==> src/rtl/cpu_pkg.sv <==
// cpu_pkg: shared definitions for the memory-access stage.
//   - bus width constants (execute->memory, memory->write-back, forwarding)
//   - write-back select and CSR command encodings
//   - store FSM state encoding
//   - packed layouts of the three stage buses
//   - CSR read-modify-write helper functions
package cpu_pkg;

  localparam int ES_BUS_W  = 187;
  localparam int WB_BUS_W  = 70;
  localparam int FWD_BUS_W = 38;

  localparam logic [2:0] WB_ALU = 3'd0;
  localparam logic [2:0] WB_MEM = 3'd1;
  localparam logic [2:0] WB_PC4 = 3'd2;
  localparam logic [2:0] WB_CSR = 3'd3;

  localparam logic [3:0] CSR_NONE = 4'd0;
  localparam logic [3:0] CSR_W    = 4'd1;
  localparam logic [3:0] CSR_S    = 4'd2;
  localparam logic [3:0] CSR_C    = 4'd3;

  typedef enum logic [0:0] {
    ST_IDLE = 1'b0,
    ST_DONE = 1'b1
  } st_state_e;

  // Execute->memory bus, MSB first.
  typedef struct packed {
    logic [31:0] alu_result;
    logic [4:0]  rd;
    logic        rd_wen;
    logic        mem_we;
    logic        mem_re;
    logic [2:0]  wb_sel;
    logic [31:0] pc;
    logic [31:0] st_data;
    logic [3:0]  csr_cmd;
    logic [11:0] csr_addr;
    logic [31:0] op1;
    logic [31:0] ld_data;
  } es_bus_t;

  // Memory->write-back bus.
  typedef struct packed {
    logic [31:0] wb_value;
    logic [4:0]  rd;
    logic        rd_wen;
    logic [31:0] pc;
  } wb_bus_t;

  // Bypass bus back to decode.
  typedef struct packed {
    logic [31:0] wb_value;
    logic        rd_wen_fwd;
    logic [4:0]  rd;
  } fwd_bus_t;

  // True for the commands that modify the CSR; reserved codes act as NONE.
  function automatic logic csr_is_write(input logic [3:0] cmd);
    logic r;
    case (cmd)
      CSR_W, CSR_S, CSR_C: r = 1'b1;
      default:             r = 1'b0;
    endcase
    return r;
  endfunction

  // New CSR value from the old value and the operand.
  function automatic logic [31:0] csr_next(input logic [3:0]  cmd,
                                           input logic [31:0] rdata,
                                           input logic [31:0] op1);
    logic [31:0] r;
    case (cmd)
      CSR_W:   r = op1;
      CSR_S:   r = rdata | op1;
      CSR_C:   r = rdata & ~op1;
      default: r = 32'h0000_0000;
    endcase
    return r;
  endfunction

endpackage

==> src/rtl/mem_stage_if.sv <==
// mem_stage_if: handshake and bus signals around the memory-access stage.
//   upstream   : exe_mem_bus_in, es_to_ms_valid, ms_allowin
//   downstream : ws_allowin, ms_to_ws_valid, mem_wb_bus_out
//   bypass     : mem_id_data_bus
//   data memory: dmem_wreq, dmem_waddr, dmem_wdata, dmem_wack
//   CSR file   : csr_addr, csr_rdata, csr_wen, csr_wdata
// master = the stage itself, slave = its surroundings.
interface mem_stage_if;
  import cpu_pkg::*;

  logic [ES_BUS_W-1:0]  exe_mem_bus_in;
  logic                 es_to_ms_valid;
  logic                 ms_allowin;
  logic                 ws_allowin;
  logic                 ms_to_ws_valid;
  logic [WB_BUS_W-1:0]  mem_wb_bus_out;
  logic [FWD_BUS_W-1:0] mem_id_data_bus;
  logic                 dmem_wreq;
  logic [31:0]          dmem_waddr;
  logic [31:0]          dmem_wdata;
  logic                 dmem_wack;
  logic [11:0]          csr_addr;
  logic [31:0]          csr_rdata;
  logic                 csr_wen;
  logic [31:0]          csr_wdata;

  modport master (
    input  exe_mem_bus_in, es_to_ms_valid, ws_allowin, dmem_wack, csr_rdata,
    output ms_allowin, ms_to_ws_valid, mem_wb_bus_out, mem_id_data_bus,
           dmem_wreq, dmem_waddr, dmem_wdata, csr_addr, csr_wen, csr_wdata
  );

  modport slave (
    output exe_mem_bus_in, es_to_ms_valid, ws_allowin, dmem_wack, csr_rdata,
    input  ms_allowin, ms_to_ws_valid, mem_wb_bus_out, mem_id_data_bus,
           dmem_wreq, dmem_waddr, dmem_wdata, csr_addr, csr_wen, csr_wdata
  );

endinterface

==> src/rtl/mem_stage_store_ctrl.sv <==
// mem_store_ctrl: issues each store exactly once and tracks whether the
// current store has already been acknowledged while the stage is stalled.
//   clk, rst_n : clock, synchronous active-low reset
//   ms_valid   : stage holds a valid instruction
//   mem_we     : that instruction is a store
//   fire       : instruction leaves the stage this cycle
//   dmem_wack  : memory accepted the request this cycle
//   dmem_wreq  : store request (held until acknowledged)
//   ready_go   : instruction may leave the stage
module mem_store_ctrl
  import cpu_pkg::*;
(
  input  logic clk,
  input  logic rst_n,
  input  logic ms_valid,
  input  logic mem_we,
  input  logic fire,
  input  logic dmem_wack,
  output logic dmem_wreq,
  output logic ready_go
);

  st_state_e state_q;
  logic      ack_s;

  // Request, effective acknowledge and ready decode.
  always_comb begin
    dmem_wreq = ms_valid && mem_we && (state_q == ST_IDLE);
    // An acknowledge only counts against a live request.
    ack_s     = dmem_wack && dmem_wreq;
    ready_go  = !mem_we || ack_s || (state_q == ST_DONE);
  end

  // Store FSM: remember an accepted store until the instruction leaves.
  always_ff @(posedge clk) begin
    if (!rst_n) begin
      state_q <= ST_IDLE;
    end else begin
      case (state_q)
        ST_IDLE: begin
          if (ack_s && !fire) state_q <= ST_DONE;
          else                state_q <= ST_IDLE;
        end
        ST_DONE: begin
          if (fire) state_q <= ST_IDLE;
          else      state_q <= ST_DONE;
        end
        default: state_q <= ST_IDLE;
      endcase
    end
  end

endmodule

==> src/rtl/mem_stage.sv <==
// mem_stage: memory-access stage of the RV32I pipeline.
//   clk   : clock, rising edge
//   rst_n : synchronous active-low reset
//   bus   : mem_stage_if.master carrying the upstream/downstream handshake,
//           the write-back and bypass buses, the data-memory store port
//           and the CSR read/write port.
// Latches the execute->memory bus, issues stores, performs CSR
// read-modify-write on the leaving cycle and selects the write-back value.
module mem_stage
  import cpu_pkg::*;
(
  input  logic          clk,
  input  logic          rst_n,
  mem_stage_if.master   bus
);

  es_bus_t     bus_q;
  es_bus_t     bus_d;
  logic        ms_valid_q;
  logic        ms_valid_d;
  logic        ready_go_s;
  logic        ms_allowin_s;
  logic        ms_to_ws_valid_s;
  logic        fire_s;
  logic        dmem_wreq_s;
  logic [31:0] wb_value_s;
  wb_bus_t     wb_bus_s;
  fwd_bus_t    fwd_bus_s;
  logic        unused_mem_re;

  assign unused_mem_re = bus_q.mem_re;

  mem_store_ctrl u_store_ctrl (
    .clk       (clk),
    .rst_n     (rst_n),
    .ms_valid  (ms_valid_q),
    .mem_we    (bus_q.mem_we),
    .fire      (fire_s),
    .dmem_wack (bus.dmem_wack),
    .dmem_wreq (dmem_wreq_s),
    .ready_go  (ready_go_s)
  );

  // Pipeline handshake.
  always_comb begin
    ms_allowin_s     = !ms_valid_q || (ready_go_s && bus.ws_allowin);
    ms_to_ws_valid_s = ms_valid_q && ready_go_s;
    fire_s           = ms_to_ws_valid_s && bus.ws_allowin;
  end

  // Next-state of the pipeline register.
  always_comb begin
    ms_valid_d = ms_valid_q;
    bus_d      = bus_q;
    if (ms_allowin_s) ms_valid_d = bus.es_to_ms_valid;
    else              ms_valid_d = ms_valid_q;
    if (bus.es_to_ms_valid && ms_allowin_s) bus_d = es_bus_t'(bus.exe_mem_bus_in);
    else                                    bus_d = bus_q;
  end

  // Pipeline register.
  always_ff @(posedge clk) begin
    if (!rst_n) begin
      ms_valid_q <= 1'b0;
      bus_q      <= '0;
    end else begin
      ms_valid_q <= ms_valid_d;
      bus_q      <= bus_d;
    end
  end

  // Write-back value select; CSR reads return the pre-write value.
  always_comb begin
    wb_value_s = bus_q.alu_result;
    case (bus_q.wb_sel)
      WB_ALU:  wb_value_s = bus_q.alu_result;
      WB_MEM:  wb_value_s = bus_q.ld_data;
      WB_PC4:  wb_value_s = bus_q.pc + 32'd4;
      WB_CSR:  wb_value_s = bus.csr_rdata;
      default: wb_value_s = bus_q.alu_result;
    endcase
  end

  // Outgoing bus assembly.
  always_comb begin
    wb_bus_s.wb_value    = wb_value_s;
    wb_bus_s.rd          = bus_q.rd;
    wb_bus_s.rd_wen      = bus_q.rd_wen && ms_valid_q;
    wb_bus_s.pc          = bus_q.pc;
    fwd_bus_s.wb_value   = wb_value_s;
    fwd_bus_s.rd_wen_fwd = ms_valid_q && bus_q.rd_wen && (bus_q.rd != 5'd0);
    fwd_bus_s.rd         = bus_q.rd;
  end

  assign bus.ms_allowin      = ms_allowin_s;
  assign bus.ms_to_ws_valid  = ms_to_ws_valid_s;
  assign bus.mem_wb_bus_out  = wb_bus_s;
  assign bus.mem_id_data_bus = fwd_bus_s;
  assign bus.dmem_wreq       = dmem_wreq_s;
  assign bus.dmem_waddr      = bus_q.alu_result;
  assign bus.dmem_wdata      = bus_q.st_data;
  assign bus.csr_addr        = bus_q.csr_addr;
  // Writing only on the leaving cycle keeps a stalled CSR op from writing twice.
  assign bus.csr_wen         = fire_s && csr_is_write(bus_q.csr_cmd);
  assign bus.csr_wdata       = csr_next(bus_q.csr_cmd, bus.csr_rdata, bus_q.op1);

endmodule

==> src/flat_wrapper.sv <==
// flat-port wrapper written by rule: the top's interface ports become plain ports
module mem_stage_flat import cpu_pkg::*;
  (clk, rst_n, bus_exe_mem_bus_in, bus_es_to_ms_valid, bus_ws_allowin, bus_dmem_wack, bus_csr_rdata, bus_ms_allowin, bus_ms_to_ws_valid, bus_mem_wb_bus_out, bus_mem_id_data_bus, bus_dmem_wreq, bus_dmem_waddr, bus_dmem_wdata, bus_csr_addr, bus_csr_wen, bus_csr_wdata);
  mem_stage_if bus_i ();
  input  logic clk;
  input  logic rst_n;
  input wire logic [$bits(bus_i.exe_mem_bus_in)-1:0] bus_exe_mem_bus_in;
  input wire logic [$bits(bus_i.es_to_ms_valid)-1:0] bus_es_to_ms_valid;
  input wire logic [$bits(bus_i.ws_allowin)-1:0] bus_ws_allowin;
  input wire logic [$bits(bus_i.dmem_wack)-1:0] bus_dmem_wack;
  input wire logic [$bits(bus_i.csr_rdata)-1:0] bus_csr_rdata;
  output wire logic [$bits(bus_i.ms_allowin)-1:0] bus_ms_allowin;
  output wire logic [$bits(bus_i.ms_to_ws_valid)-1:0] bus_ms_to_ws_valid;
  output wire logic [$bits(bus_i.mem_wb_bus_out)-1:0] bus_mem_wb_bus_out;
  output wire logic [$bits(bus_i.mem_id_data_bus)-1:0] bus_mem_id_data_bus;
  output wire logic [$bits(bus_i.dmem_wreq)-1:0] bus_dmem_wreq;
  output wire logic [$bits(bus_i.dmem_waddr)-1:0] bus_dmem_waddr;
  output wire logic [$bits(bus_i.dmem_wdata)-1:0] bus_dmem_wdata;
  output wire logic [$bits(bus_i.csr_addr)-1:0] bus_csr_addr;
  output wire logic [$bits(bus_i.csr_wen)-1:0] bus_csr_wen;
  output wire logic [$bits(bus_i.csr_wdata)-1:0] bus_csr_wdata;
  assign bus_i.exe_mem_bus_in = bus_exe_mem_bus_in;
  assign bus_i.es_to_ms_valid = bus_es_to_ms_valid;
  assign bus_i.ws_allowin = bus_ws_allowin;
  assign bus_i.dmem_wack = bus_dmem_wack;
  assign bus_i.csr_rdata = bus_csr_rdata;
  assign bus_ms_allowin = bus_i.ms_allowin;
  assign bus_ms_to_ws_valid = bus_i.ms_to_ws_valid;
  assign bus_mem_wb_bus_out = bus_i.mem_wb_bus_out;
  assign bus_mem_id_data_bus = bus_i.mem_id_data_bus;
  assign bus_dmem_wreq = bus_i.dmem_wreq;
  assign bus_dmem_waddr = bus_i.dmem_waddr;
  assign bus_dmem_wdata = bus_i.dmem_wdata;
  assign bus_csr_addr = bus_i.csr_addr;
  assign bus_csr_wen = bus_i.csr_wen;
  assign bus_csr_wdata = bus_i.csr_wdata;
  mem_stage u_core (.clk(clk), .rst_n(rst_n), .bus(bus_i));
endmodule
==> config.mk <==
export PLATFORM = sky130hd
export DESIGN_NAME = mem_stage_flat
export DESIGN_NICKNAME = d
export VERILOG_FILES = /design/src/rtl/cpu_pkg.sv /design/src/rtl/mem_stage_if.sv /design/src/rtl/mem_stage_store_ctrl.sv /design/src/rtl/mem_stage.sv /design/src/flat_wrapper.sv
export SDC_FILE = /design/constraint.sdc
export NUM_CORES = 1
export LEC_CHECK = 0
export BUFFER_PORTS_ARGS = -buffer_cell sky130_fd_sc_hd__buf_2
export CAP_MARGIN = 20
export CORE_AREA = 4 4 169 171
export CTS_CLUSTER_DIAMETER = 60
export DETAILED_ROUTE_END_ITERATION = 12
export DIE_AREA = 0 0 173 175
export HOLD_SLACK_MARGIN = 0.15
export PLACE_DENSITY_LB_ADDON = 0.2
export REMOVE_ABC_BUFFERS = 1
export SYNTH_ARGS = -nofsm -noshare
export SYNTH_HDL_FRONTEND = slang
export SYNTH_SLANG_ARGS = --single-unit
==> constraint.sdc <==
create_clock -name clk -period 5.4 [get_ports clk]
set_clock_uncertainty 0.1 [all_clocks]
set_input_delay 0 -clock clk [delete_from_list [all_inputs] [get_ports clk]]
set_output_delay 0 -clock clk [all_outputs]
set_load 0.01 [all_outputs]
After elaboration in Yosys (flattened, before gate mapping):

Index checks and enable logic that the tools add are counted.

* memory bits (writable): 0
* memories: 0
* logic and storage cells: 49
* bits of input ports: 224
* latch bits: 0
* register bits: 188
* ROM bits: 0

* muxes and demuxes: 6
* add/sub/neg operators: 1
* eq/ne operators: 6
* magnitude comparators: 0
* shift operators: 0
* divide/modulo/power cells: 0
* multiply operators: 0
* bitwise operators: 4
* reduce and logical (&&, ||, !) cells: 19

Operator list (count)
* 32-bit one-hot mux with 3 select lines: 2
* 32-bit by 3-bit adder with 32-bit output (second input constant): 1
* 32-bit AND: 1
* 32-bit NOT: 1
* 32-bit OR: 1
* 1-bit logical AND: 11
* 4-bit by 2-bit == test with 1-bit output (second input constant): 2
* 3-bit by 2-bit == test with 1-bit output (second input constant): 2
* 5-bit nonzero test: 1
* 4-bit by 1-bit == test with 1-bit output (second input constant): 1
* 3-bit by 1-bit == test with 1-bit output (second input constant): 1
* 1-bit zero test: 3
* 1-bit logical OR: 3
* 1-bit 2-to-1 mux: 3
* 3-bit OR reduction: 1
* 1-bit one-hot mux with 2 select lines: 1
* 1-bit NOT: 1

Depth between registers and ports, before layout:

Gate-level depths: netlist of run 1.

* depth in word-level cells: 11
* gate-level depth with buffers: 7
* mapped depth without buffers: 5

By module:

From an unflattened synthesis of run 1, not the netlist that was laid out.

* cells, all modules: 1340
* area total of the unflattened synthesis: 10147.2 sq um

Modules (own cells, without submodules)
* mem_stage: instances 1, area an instance 10087.2 sq um, cells an instance 1334
* mem_store_ctrl: instances 1, area an instance 60.1 sq um, cells an instance 6

Least setup slack after synthesis of run 1:

Ideal clock, no wire load.

* path type: register to output
* start: register u_core.bus_q (netlist bit u_core.bus.mem_wb_bus_out[6])
* end: output port bus_mem_wb_bus_out[65]
* path buffers: 2
* setup slack: 3.102 ns
* arrival time: 2.198 ns
* cell stages (with the launch flop): 7
* path through: dfxtp_1 -> nand4_2 -> or4_1 -> buf_2 -> or4_1 -> a31oi_1 -> buf_4

* longest elaborated chain between the ends: 2

Ends and longest elaborated chain
* from (decl): RTL line mem_stage.sv:17 `es_bus_t bus_q;`
* from (signal assigned): RTL line mem_stage.sv:68 `bus_q <= bus_d;`
* 32-bit by 3-bit adder with 32-bit output: RTL line mem_stage.sv:78 `WB_PC4: wb_value_s = bus_q.pc + 32'd4;`
* 32-bit one-hot mux with 3 select lines: RTL line mem_stage.sv:75 `case (bus_q.wb_sel)`
* to (decl): RTL line flat_wrapper.sv:14 `output wire logic [$bits(bus_i.mem_wb_bus_out)-1:0] bus_mem_wb_bus_out;`

No other way between the ends.

Worst setup path in the final report of run 1:

* start: register u_core.bus_q[148] in the netlist's numbering
* end: register u_core.bus_q (netlist bit u_core.bus.dmem_wdata[14])

* longest elaborated chain between the ends: 8
* elaborated cells between the ends (all ways): 9
* classes of those cells: reduce/logical (9)

Ends and longest elaborated chain
* 1-bit logical AND (2 in series): RTL line mem_stage_store_ctrl.sv:28 `dmem_wreq = ms_valid && mem_we && (state_q == ST_IDLE);`
* 1-bit logical AND: RTL line mem_stage_store_ctrl.sv:30 `ack_s = dmem_wack && dmem_wreq;`
* 1-bit logical OR (*) (2 in series): RTL line mem_stage_store_ctrl.sv:31 `ready_go = !mem_we || ack_s || (state_q == ST_DONE);`
* 1-bit logical AND (*): RTL line mem_stage.sv:46 `ms_allowin_s = !ms_valid_q || (ready_go_s && bus.ws_allowin);`
* 1-bit logical OR (*): RTL line mem_stage.sv:46
* 1-bit logical AND (*): RTL line mem_stage.sv:57 `if (bus.es_to_ms_valid && ms_allowin_s) bus_d = es_bus_t'(bus.exe_mem_bus_in);`

Every way passes the cells marked *; elsewhere a longest branch is shown, timed or not.
A chain may end at the register's enable or synchronous reset.

==> results of run 1 <==
[cell type report]
class                   instances  area [um^2]
clock inverters                13          151
fillers                      2456        11600
repair buffers                769         5480
inverters                      12         60.1
flip-flops and latches        188         3760
diodes                          2         5.00
well taps                     341          427
clock buffers                  19          443
multi-input cells             919         4920
[per-layer routing]
metal | part of all wire [%] | up-vias | track usage, %
met5 | 0.016 | - | 0
met4 | 2.3 | 2 | 7.58
met3 | 7.3 | 77 | 6.17
met2 | 50 | 590 | 47.5
li1 | - | 5871 | -
met1 | 41 | 5867 | 33.9
[worst max-delay path by stage]
stage | start | to
floorplan | u_core.bus_q[148]$_SDFFE_PN0P_ | u_core.bus.csr_addr[0]$_SDFFE_PN0P_
global placement | u_core.bus_q[148]$_SDFFE_PN0P_ | u_core.bus_q[10]$_SDFFE_PN0P_
detailed placement | u_core.bus_q[148]$_SDFFE_PN0P_ | u_core.bus_q[10]$_SDFFE_PN0P_
CTS | u_core.bus_q[148]$_SDFFE_PN0P_ | u_core.bus.dmem_wdata[3]$_SDFFE_PN0P_
global route | u_core.bus_q[148]$_SDFFE_PN0P_ | u_core.bus.dmem_wdata[14]$_SDFFE_PN0P_
finish | u_core.bus_q[148]$_SDFFE_PN0P_ | u_core.bus.dmem_wdata[14]$_SDFFE_PN0P_
[worst register-to-register path, stage by stage, from the launching register on]
cell and delay, ns:
dfxtp_1 0.37, nor3b_1 0.37, o21a_4 0.69, inv_6 0.54, nand3_1 0.34, dlygate4sd3_1 0.60
a21oi_1 0.09, dlygate4sd3_1 0.59
[sequential cells by signal, indices dropped and copies added, names as in the netlist]
name / cells
u_core.bus.csr_addr: 12
u_core.bus.dmem_waddr: 32
u_core.bus.dmem_wdata: 32
u_core.bus.mem_id_data_bus: 5
u_core.bus.mem_wb_bus_out: 32
u_core.bus_q: 73
u_core.ms_valid_q: 1
u_core.u_store_ctrl.state_q: 1
[logic make-up (layout without fill, tap and decap cells)]
group                      after synthesis  after routing
xor gates and xnor gates                 7              7
and+or+nand+nor                        387            387
buffers and inverters                  295            813
adders and majority gates                1              1
DFF                                    188            188
AOI/OAI and AO/OA                      508            508
other                                    0              2
muxes                                   16             16
[synth_stat cells, types with 4 or more instances]
master and count:
a21oi_1 204, a22oi_1 4, a2bb2oi_1 9, a31oi_1 12, buf_1 24, buf_4 150
clkbuf_1 107, dfxtp_1 188, inv_1 10, mux2_2 6, mux2i_1 10, nand2_1 96
nand3_1 204, nand4_1 8, nor2_1 29, nor3_1 5, nor4_1 5, o211ai_1 8
o21ai_0 229, o2bb2ai_1 4, o31ai_1 8, o32a_1 5, o32ai_1 8, or3_1 6
or4_1 13, xnor2_1 5
[through the flow]
| stage | setup WS (ns) | instances | power (W) |
|---|---|---|---|
| after floorplan | -0.377 | 1119 | 0.00188 |
| after global placement | 2.34 | 1913 | 0.00224 |
| after detailed placement | 2.33 | 1914 | 0.00225 |
| after CTS | 1.76 | 2260 | 0.00373 |
| after global routing | 1.40 | 2263 | 0.00390 |
| final | 1.59 | 2263 | 0.00373 |
[layout by cell type (no fill, tap or decap), drive strengths merged, types with 10 or more instances in the layout]
cell type	n
buf	455
nand2	96
dfxtp	188
or4	13
clkbuf	19
dlygate4sd3	314
nor2	29
o21ai	229
a31oi	12
a21oi	204
mux2i	10
inv	20
nand3	204
[power by group through the flow]
stage	registers [W]	clock network [W]	logic (W)
after global placement	0.00157	0	0.000669
after detailed placement	0.00157	0	0.000674
after global routing	0.00155	0.00139	0.000948
after CTS	0.00154	0.00133	0.000858
after floorplan	0.00158	0	0.000298
final	0.00154	0.00131	0.000877
[repair_timing]
| action | 4_1_cts | 5_1_grt |
|---|---|---|
| hold endpoints to repair | 187 | 0 |
| endpoints found under the setup margin | 0 | 0 |
| hold buffers | 314 | 0 |
==> impl_metrics.json, run 1 <==
{
  "maxCapViolCount": 0,
  "synth_area_mm2": 0.0103,
  "cts_resized": 0,
  "intPower_w": 0.00252,
  "avgSynthCellArea_um2": 7.37,
  "slew_headroom_pct": 27.3,
  "rsz0062_at_grt": "no",
  "status": "complete, no violations",
  "yosysTopAreaCell": "dfxtp_1",
  "path_cells": "nor3b_1 > o21a_4 > inv_6 > nand3_1 > dlygate4sd3_1 > a21oi_1 > dlygate4sd3_1",
  "grt_pass1_vias": 12200,
  "cts_buffer_depth": 2,
  "rows": 60,
  "crit_slowest_cell": "o21a_4",
  "first_iter_violations": 1019,
  "path_depth": 7,
  "grt_use_total_pct": 27.2,
  "synth_warnings": 0,
  "place_congestion": 0.813,
  "initial_core_util_pct": 38.5,
  "wl_per_cell_um": 19.2,
  "synth-compound-area-share_pct": 26.7,
  "leakage_nw": 6.38,
  "synth_adder_area_share_pct": 0.121,
  "crit_arrival_ns": 4.02,
  "switching_share_pct": 32.3,
  "synth-edff-count": 0,
  "core_area_mm2": 0.0269,
  "hpwl_um": 26000,
  "power_frac_clock_pct": 35.1,
  "setup_viol": 0,
  "yosys.area_share.simple_pct": 18.4,
  "max_stage_delay_ns": 0.69,
  "dieArea_mm2": 0.0303,
  "cp.required_ns": 5.61,
  "drc": 0,
  "cts_setup_buffers": 0,
  "crit_path_end_kind": "flop",
  "grt_overflow_total": 0,
  "switchingPower_w": 0.00121,
  "ios": 444,
  "grt_pass1_wl_um": 68200,
  "antenna_found_initial": 3,
  "hold_slack_ns": 0.241,
  "synth_top_family_by_area": "compound AO/OA/AOI/OAI gates",
  "synthMuxAreaShare_pct": 1.62,
  "cts.clk_slew.worst_paths_ns": 0.09,
  "place.port_buffers": 442,
  "pwr-share-comb_pct": 23.5,
  "crit_buf_inv": 3,
  "clock-sinks": 188,
  "synthArstFlopShare_pct": 0,
  "synth_seq_cells": 188,
  "ant_nets": 0,
  "tritoncts": "yes",
  "synthFlopType": "dfxtp_1",
  "reg2reg_to": "u_core.bus.dmem_wdata[14]$_SDFFE_PN0P_",
  "syn_inst": 1402,
  "fin_nets": 2132,
  "setup-tns-final_ns": 0,
  "clock.fmax_mhz": 263,
  "hold_path.startpoint": "bus_csr_rdata[19]",
  "die_y_um": 175,
  "p_seq_share_pct": 41.4,
  "final_core_util_pct": 56.8,
  "ir_drop_uv": 210,
  "yosysSeqAreaShare_pct": 36.4,
  "fin_crit_ns": 3.81,
  "worstRegToRegCells": 7,
  "drive_gt1_share_pct": 26.3,
  "final_hold_viol_count": 0,
  "synth_top_area_share_pct": 36.4,
  "vias": 12400,
  "place_area_mm2": 0.0115,
  "timing.rr.start": "u_core.bus_q[148]$_SDFFE_PN0P_",
  "cts_buffers": 17,
  "hold_end": "bus_csr_wdata[19]",
  "area_growth_pct": 47.6,
  "htreeDepth": 4,
  "min_path_type": "primary input to output pin",
  "design_area_mm2": 0.0153,
  "root_buffer": "clkbuf_16",
  "fp.dieW_um": 173,
  "wirelength_um": 43500,
  "tightest_slew_ns": 1.09,
  "whs_path_depth": 4,
  "crit_type": "flop to flop",
  "synth_xor_area_share_pct": 0.593,
  "period_share_pct": 70.5,
  "crit_fanout": 129,
  "grt_max_degree": 130,
  "crit_top_cell": "dlygate4sd3_1",
  "clock_latency_ns": 0.44,
  "synthTopCellsByArea": "dfxtp_1, o21ai_0, buf_4",
  "vias_per_cell": 5.48,
  "ys_types": 51,
  "power_density_mw_per_mm2": 244,
  "reg2reg_slack_ns": 1.59,
  "start_kind": "flop",
  "critical-path-top-delay-family": "buffers and inverters",
  "drt_first_pass_iters": 5,
  "slew_violations": 0
}
(Power assumes the default switching activity.)
==> run 2: changes to the inputs <==
Settings changed: ABC_AREA set to 1, CORE_AREA 4 4 169 171 to 4 4 170 172, DIE_AREA 0 0 173 175 to 0 0 174 176.
Clock period 5.4 ns to 3.11 ns, I/O delays scaled along.
==> run 2 against run 1 <==
  * Sequential cell count unchanged
  * Setup slack worse by 1.5 ns
  * Sequential share of layout area down 1.7 points
  * Register-to-register slack worse by 1.5 ns
  * Routed wire length up 0.55%
  * Utilization up 2.8 points
  * First-iteration DRC count down 6.3%
  * Non-clock buffer count down 10
  * Synthesized cell count up 34%
  * Area after synthesis up 11%
  * Largest cell class unchanged
==> impl_metrics.json, run 2 <==
{
  "synthFlopType": "dfxtp_1",
  "synth_area_mm2": 0.0114,
  "leakage_nw": 8.66,
  "final_core_util_pct": 59.6,
  "synth_warnings": 0,
  "initial_core_util_pct": 41.6,
  "die_y_um": 176,
  "grt_overflow_total": 0,
  "synth-edff-count": 0,
  "vias_per_cell": 4.85,
  "grt_max_degree": 111,
  "grt_pass1_vias": 13200,
  "wl_per_cell_um": 15.8,
  "timing.rr.start": "u_core.ms_valid_q$_SDFFE_PN0P_",
  "drive_gt1_share_pct": 21.0,
  "clock_latency_ns": 0.42,
  "pwr-share-comb_pct": 27.3,
  "setup-tns-final_ns": 0,
  "synth_seq_cells": 188,
  "grt_use_total_pct": 27.5,
  "yosysMostFrequentCell": "nor2_1",
  "cp.required_ns": 3.32,
  "cts_buffers": 17,
  "ant_nets": 0,
  "cts_buffer_depth": 2,
  "period_share_pct": 97.3,
  "area_growth_pct": 43.2,
  "cts.clk_slew.worst_paths_ns": 0.09,
  "crit_arrival_ns": 3.24,
  "rsz0062_at_grt": "no",
  "start_kind": "flop",
  "power_frac_clock_pct": 33.0,
  "switching_share_pct": 33.8,
  "place_area_mm2": 0.0128,
  "fp.dieW_um": 174,
  "clock-sinks": 188,
  "hold_path.startpoint": "rst_n",
  "clock.fmax_mhz": 331,
  "status": "complete, no violations",
  "drt_first_pass_iters": 5,
  "switchingPower_w": 0.00237,
  "yosysSeqAreaShare_pct": 32.9,
  "crit_fanout": 5,
  "slew_violations": 0,
  "power_density_mw_per_mm2": 428,
  "final_common_cell": "buf_2",
  "yosysTopAreaCell": "dfxtp_1",
  "dieArea_mm2": 0.0306,
  "tightest_slew_ns": 1.00,
  "grt_pass1_wl_um": 68800,
  "critPathLaunch": "u_core.ms_valid_q$_SDFFE_PN0P_",
  "drc": 0,
  "synthTopCellsByArea": "dfxtp_1, nor2_1, nand2_1",
  "avgSynthCellArea_um2": 6.09,
  "htreeDepth": 4,
  "setup_viol": 0,
  "synthTopCellsByCount": "nor2_1, nand2_1, inv_1",
  "tritoncts": "yes",
  "place.port_buffers": 442,
  "hpwl_um": 28200,
  "p_seq_share_pct": 39.7,
  "crit_path_end_kind": "flop",
  "final_cell_mix": "buf_2, nor2_1, nand2_1",
  "synth_top_area_share_pct": 32.9,
  "ir_drop_uv": 286,
  "fin_crit_ns": 3.03,
  "intPower_w": 0.00463,
  "syn_inst": 1877,
  "maxCapViolCount": 0,
  "vias": 13400,
  "largest_reg_flops": 73,
  "rows": 61,
  "synthArstFlopShare_pct": 0,
  "regMostFlops": "u_core.bus_q",
  "slew_headroom_pct": 32.9,
  "root_buffer": "clkbuf_16",
  "place_congestion": 0.886,
  "ys_types": 29,
  "final_hold_viol_count": 0,
  "wirelength_um": 43700,
  "first_iter_violations": 955,
  "antenna_found_initial": 2,
  "design_area_mm2": 0.0164,
  "min_path_type": "primary input to flop",
  "crit_type": "flop to flop",
  "core_area_mm2": 0.0275,
  "ios": 444,
  "fin_nets": 2627
}
[run 2: worst paths after layout]
check | to | slack (ns) | cells past startpoint
setup reg to reg | u_core.u_store_ctrl.state_q$_SDFF_PN0_ | 0.08 | 10
hold / removal | u_core.bus.dmem_wdata[12]$_SDFFE_PN0P_ | 0.23 | 4
hold reg to reg | u_core.bus.dmem_wdata[12]$_SDFFE_PN0P_ | 0.37 | 2
setup / recovery | u_core.u_store_ctrl.state_q$_SDFF_PN0_ | 0.08 | 10
[run 2: cells by family after synthesis]
group / after synthesis / synth area share (%)
compound gates: 96 / 5.62
xor+xnor: 3 / 0.230
fa+ha+maj: 1 / 0.109
buf+inv: 525 / 22.8
flops: 188 / 32.9
simple gates: 1064 / 38.4
[run 2: per-stage QoR]
step	hold slack, ns	total power [W]	worst slack (ns)	cells
global route	0.252	0.00737	0.0156	2762
floorplan	0.0200	0.00361	-0.324	1624
detailed placement	0.192	0.00439	0.688	2431
CTS	0.252	0.00702	0.0211	2761
finish	0.227	0.00700	0.0848	2763
global placement	0.179	0.00437	0.716	2431
[run 2: cell type report]
type                       count  area (um^2)
antenna                        2         5.00
clock buffer                  18          429
clock inverter                14          175
fill                        2556        11100
inverter                     272         1020
multi-input combinational   1164         5110
sequential                   188         3770
tap                          346          433
timing repair buffer         759         5430
[run 2: per-layer routing]
layer	share of wire [%]	wire length (um)	vias up	track usage (%)
li1	-	-	6617	-
met4	2.3	1010	2	7.62
met2	49	21500	563	48.6
met5	0.027	12	-	0
met1	41	17800	6149	33.3
met3	7.8	3410	71	6.87
[run 2: timing repair]
action                                  CTS  global route
resized for setup                         0             2
buffers inserted                          0             0
hold buffers                            298             0
hold endpoints to repair                188             0
endpoints found under the setup margin    0             1
[run 2: worst max-delay path: stages (launching register included)]
cell and delay, ns:
dfxtp_4 0.42, nand2_1 0.07, nor2_1 0.14, a21oi_1 0.10, a21oi_1 0.17, nand2_1 0.10, dlygate4sd3_1 0.57, nand2_1 0.07
dlygate4sd3_1 0.58, nor2_1 0.04, dlygate4sd3_1 0.55
[run 2: power by group through the flow]
stage               Sequential (W)  Clock [W]  Combinational [W]
finish                     0.00278    0.00231            0.00191
global route               0.00280    0.00246            0.00211
CTS                        0.00277    0.00236            0.00189
detailed placement         0.00283          0            0.00156
global placement           0.00282          0            0.00155
floorplan                  0.00285          0           0.000761
==> run 3: changes to the inputs <==
--- a/config.mk
+++ b/config.mk
@@ -7,9 +7,9 @@
 export LEC_CHECK = 0
-export ABC_AREA = 1
 export BUFFER_PORTS_ARGS = -buffer_cell sky130_fd_sc_hd__buf_2
 export CAP_MARGIN = 20
-export CORE_AREA = 4 4 170 172
+export CORE_AREA = 4 4 168 170
 export CTS_CLUSTER_DIAMETER = 60
+export CTS_CLUSTER_SIZE = 25
 export DETAILED_ROUTE_END_ITERATION = 12
-export DIE_AREA = 0 0 174 176
+export DIE_AREA = 0 0 172 174
 export HOLD_SLACK_MARGIN = 0.15
--- a/constraint.sdc
+++ b/constraint.sdc
@@ -4,2 +4,2 @@
 set_output_delay 0 -clock clk [all_outputs]
-set_load 0.01 [all_outputs]
+set_load 0.005 [all_outputs]
==> run 3 against run 2 <==
  * Clock-buffer cell count is 1 lower
  * Setup slack gained 0.042 ns
  * Largest cell class unchanged
  * Critical path depth is 4 lower
  * Global-route usage is 0.62 points lower
  * First-iteration DRC count up 12%
  * Routed wire length fell by 3.4%
==> impl_metrics.json, run 3 (same netlist as run 1, synthesis figures left out) <==
{
  "worstRegToRegCells": 7,
  "drive_gt1_share_pct": 27.2,
  "drt_first_pass_iters": 5,
  "status": "complete, no violations",
  "whs_path_depth": 4,
  "setup-tns-final_ns": 0,
  "ios": 444,
  "wl_per_cell_um": 18.9,
  "design_area_mm2": 0.0150,
  "slew_violations": 0,
  "tightest_slew_ns": 0.920,
  "timing.rr.start": "u_core.bus_q[148]$_SDFFE_PN0P_",
  "grt_pass1_wl_um": 65500,
  "clock-sinks": 188,
  "cts.clk_slew.worst_paths_ns": 0.08,
  "start_kind": "flop",
  "final_hold_viol_count": 0,
  "grt_overflow_total": 0,
  "cp.required_ns": 3.01,
  "slew_headroom_pct": 38.6,
  "place_congestion": 0.803,
  "tritoncts": "yes",
  "setup_viol": 0,
  "grt_pass1_vias": 12000,
  "reg2reg_to": "u_core.bus.csr_addr[0]$_SDFFE_PN0P_",
  "wirelength_um": 42200,
  "period_share_pct": 95.9,
  "final_core_util_pct": 56.0,
  "grt_use_total_pct": 26.9,
  "clock.fmax_mhz": 335,
  "min_path_type": "primary input to flop",
  "fin_crit_ns": 2.98,
  "crit_end": "bus_mem_id_data_bus[21]",
  "antenna_found_initial": 3,
  "ant_nets": 0,
  "rsz0062_at_grt": "no",
  "place.port_buffers": 442,
  "drc": 0,
  "wl_met3_um": 3240,
  "place_area_mm2": 0.0116,
  "top_layer": "met4",
  "crit_arrival_ns": 2.88,
  "crit_type": "flop to output pin",
  "grt_max_degree": 187,
  "root_buffer": "clkbuf_16",
  "fp.dieW_um": 172,
  "leakage_nw": 6.42,
  "wl_met1_um": 17300,
  "crit_path_end_kind": "output pin",
  "power_density_mw_per_mm2": 419,
  "largest_reg_flops": 73,
  "rows": 60,
  "regMostFlops": "u_core.bus_q",
  "clock_latency_ns": 0.43,
  "cts_buffers": 17,
  "routed-wl-met2_um": 20300,
  "vias": 12300,
  "crit_fanout": 11,
  "hpwl_um": 26300,
  "cts_buffer_depth": 2,
  "first_iter_violations": 1067,
  "power_w": 0.00628,
  "maxCapViolCount": 0,
  "final_cell_mix": "buf_2, dlygate4sd3_1, o21ai_0",
  "critPathLaunch": "u_core.bus.mem_wb_bus_out[6]$_SDFFE_PN0P_",
  "die_y_um": 174,
  "reg2reg_slack_ns": 0.16,
  "vias_per_cell": 5.48,
  "htreeDepth": 4,
  "core_area_mm2": 0.0267,
  "initial_core_util_pct": 38.7,
  "area_growth_pct": 44.9,
  "ir_drop_uv": 234,
  "fin_nets": 2106,
  "final_common_cell": "buf_2",
  "dieArea_mm2": 0.0299
}
-- run 3: cell types whose count changed in the layout (fill, tap and decap cells not counted), moves of 10 or more --
cell / change
nand2_1: -263
a31oi_1: +12
inv_1: -261
or4_1: +12
nand3_1: -44
a211oi_1: -12
nor2_1: -395
nand4_1: -12
a21boi_0: -24
a21oi_1: +171
o21ai_0: +227
dlygate4sd3_1: -19
mux2i_1: +10
-- run 3: through the flow --
stage                     setup WS (ns)  cells  hold WS (ns)
final                             0.127   2237         0.223
after global routing            0.00127   2236         0.247
after CTS                         0.113   2233         0.213
after detailed placement          0.603   1922         0.146
after global placement            0.639   1922         0.142
after floorplan                   -2.65   1119      0.000460
-- run 3: what timing repair did --
action	4_1_cts	5_1_grt
hold endpoints to repair	187	0
resized for setup	0	1
setup endpoints to repair	0	4
hold buffers	279	0
setup buffers	0	2
-- run 3: cell type report --
| cell class | count | area, um^2 |
|---|---|---|
| repair buffers | 743 | 5230 |
| flip-flops and latches | 188 | 3760 |
| clock buffers | 17 | 425 |
| well taps | 341 | 427 |
| inverters | 12 | 57.6 |
| clock inverters | 15 | 149 |
| diodes | 2 | 5.00 |
| fillers | 2470 | 11700 |
| multi-input cells | 919 | 4920 |
-- run 3: how the worst min path moves through the flow --
| stage | startpoint | endpoint |
|---|---|---|
| after detailed placement | bus_ws_allowin | u_core.u_store_ctrl.state_q$_SDFF_PN0_ |
| after global placement | bus_ws_allowin | u_core.u_store_ctrl.state_q$_SDFF_PN0_ |
| after CTS | bus_es_to_ms_valid | u_core.bus.mem_wb_bus_out[7]$_SDFFE_PN0P_ |
| final | rst_n | u_core.bus.mem_wb_bus_out[20]$_SDFFE_PN0P_ |
| after global routing | rst_n | u_core.bus.mem_wb_bus_out[20]$_SDFFE_PN0P_ |
| after floorplan | bus_ws_allowin | u_core.u_store_ctrl.state_q$_SDFF_PN0_ |
-- run 3: where the power goes --
| group | total, W | switching (W) | internal, W |
|---|---|---|---|
| Combinational | 0.00142 | 0.000724 | 0.000691 |
| Sequential | 0.00266 | 0.000114 | 0.00255 |
| Clock | 0.00220 | 0.00113 | 0.00108 |
| Total | 0.00628 | 0.00197 | 0.00432 |
-- run 3: layer usage --
layer  vias to the layer above  global-route usage (%)
met4                         0                    9.40
met2                       592                    45.2
met1                      5769                    34.2
met5                         -                       0
met3                        84                    5.19
li1                       5824                       -
-- run 3: critical path: stages (launching register included) --
cell      delay (ns)
dfxtp_1         0.43
nand4_2         0.25
buf_4           0.25
nor4_1          0.68
a211oi_1        0.17
nor3_1          0.42
buf_2           0.25
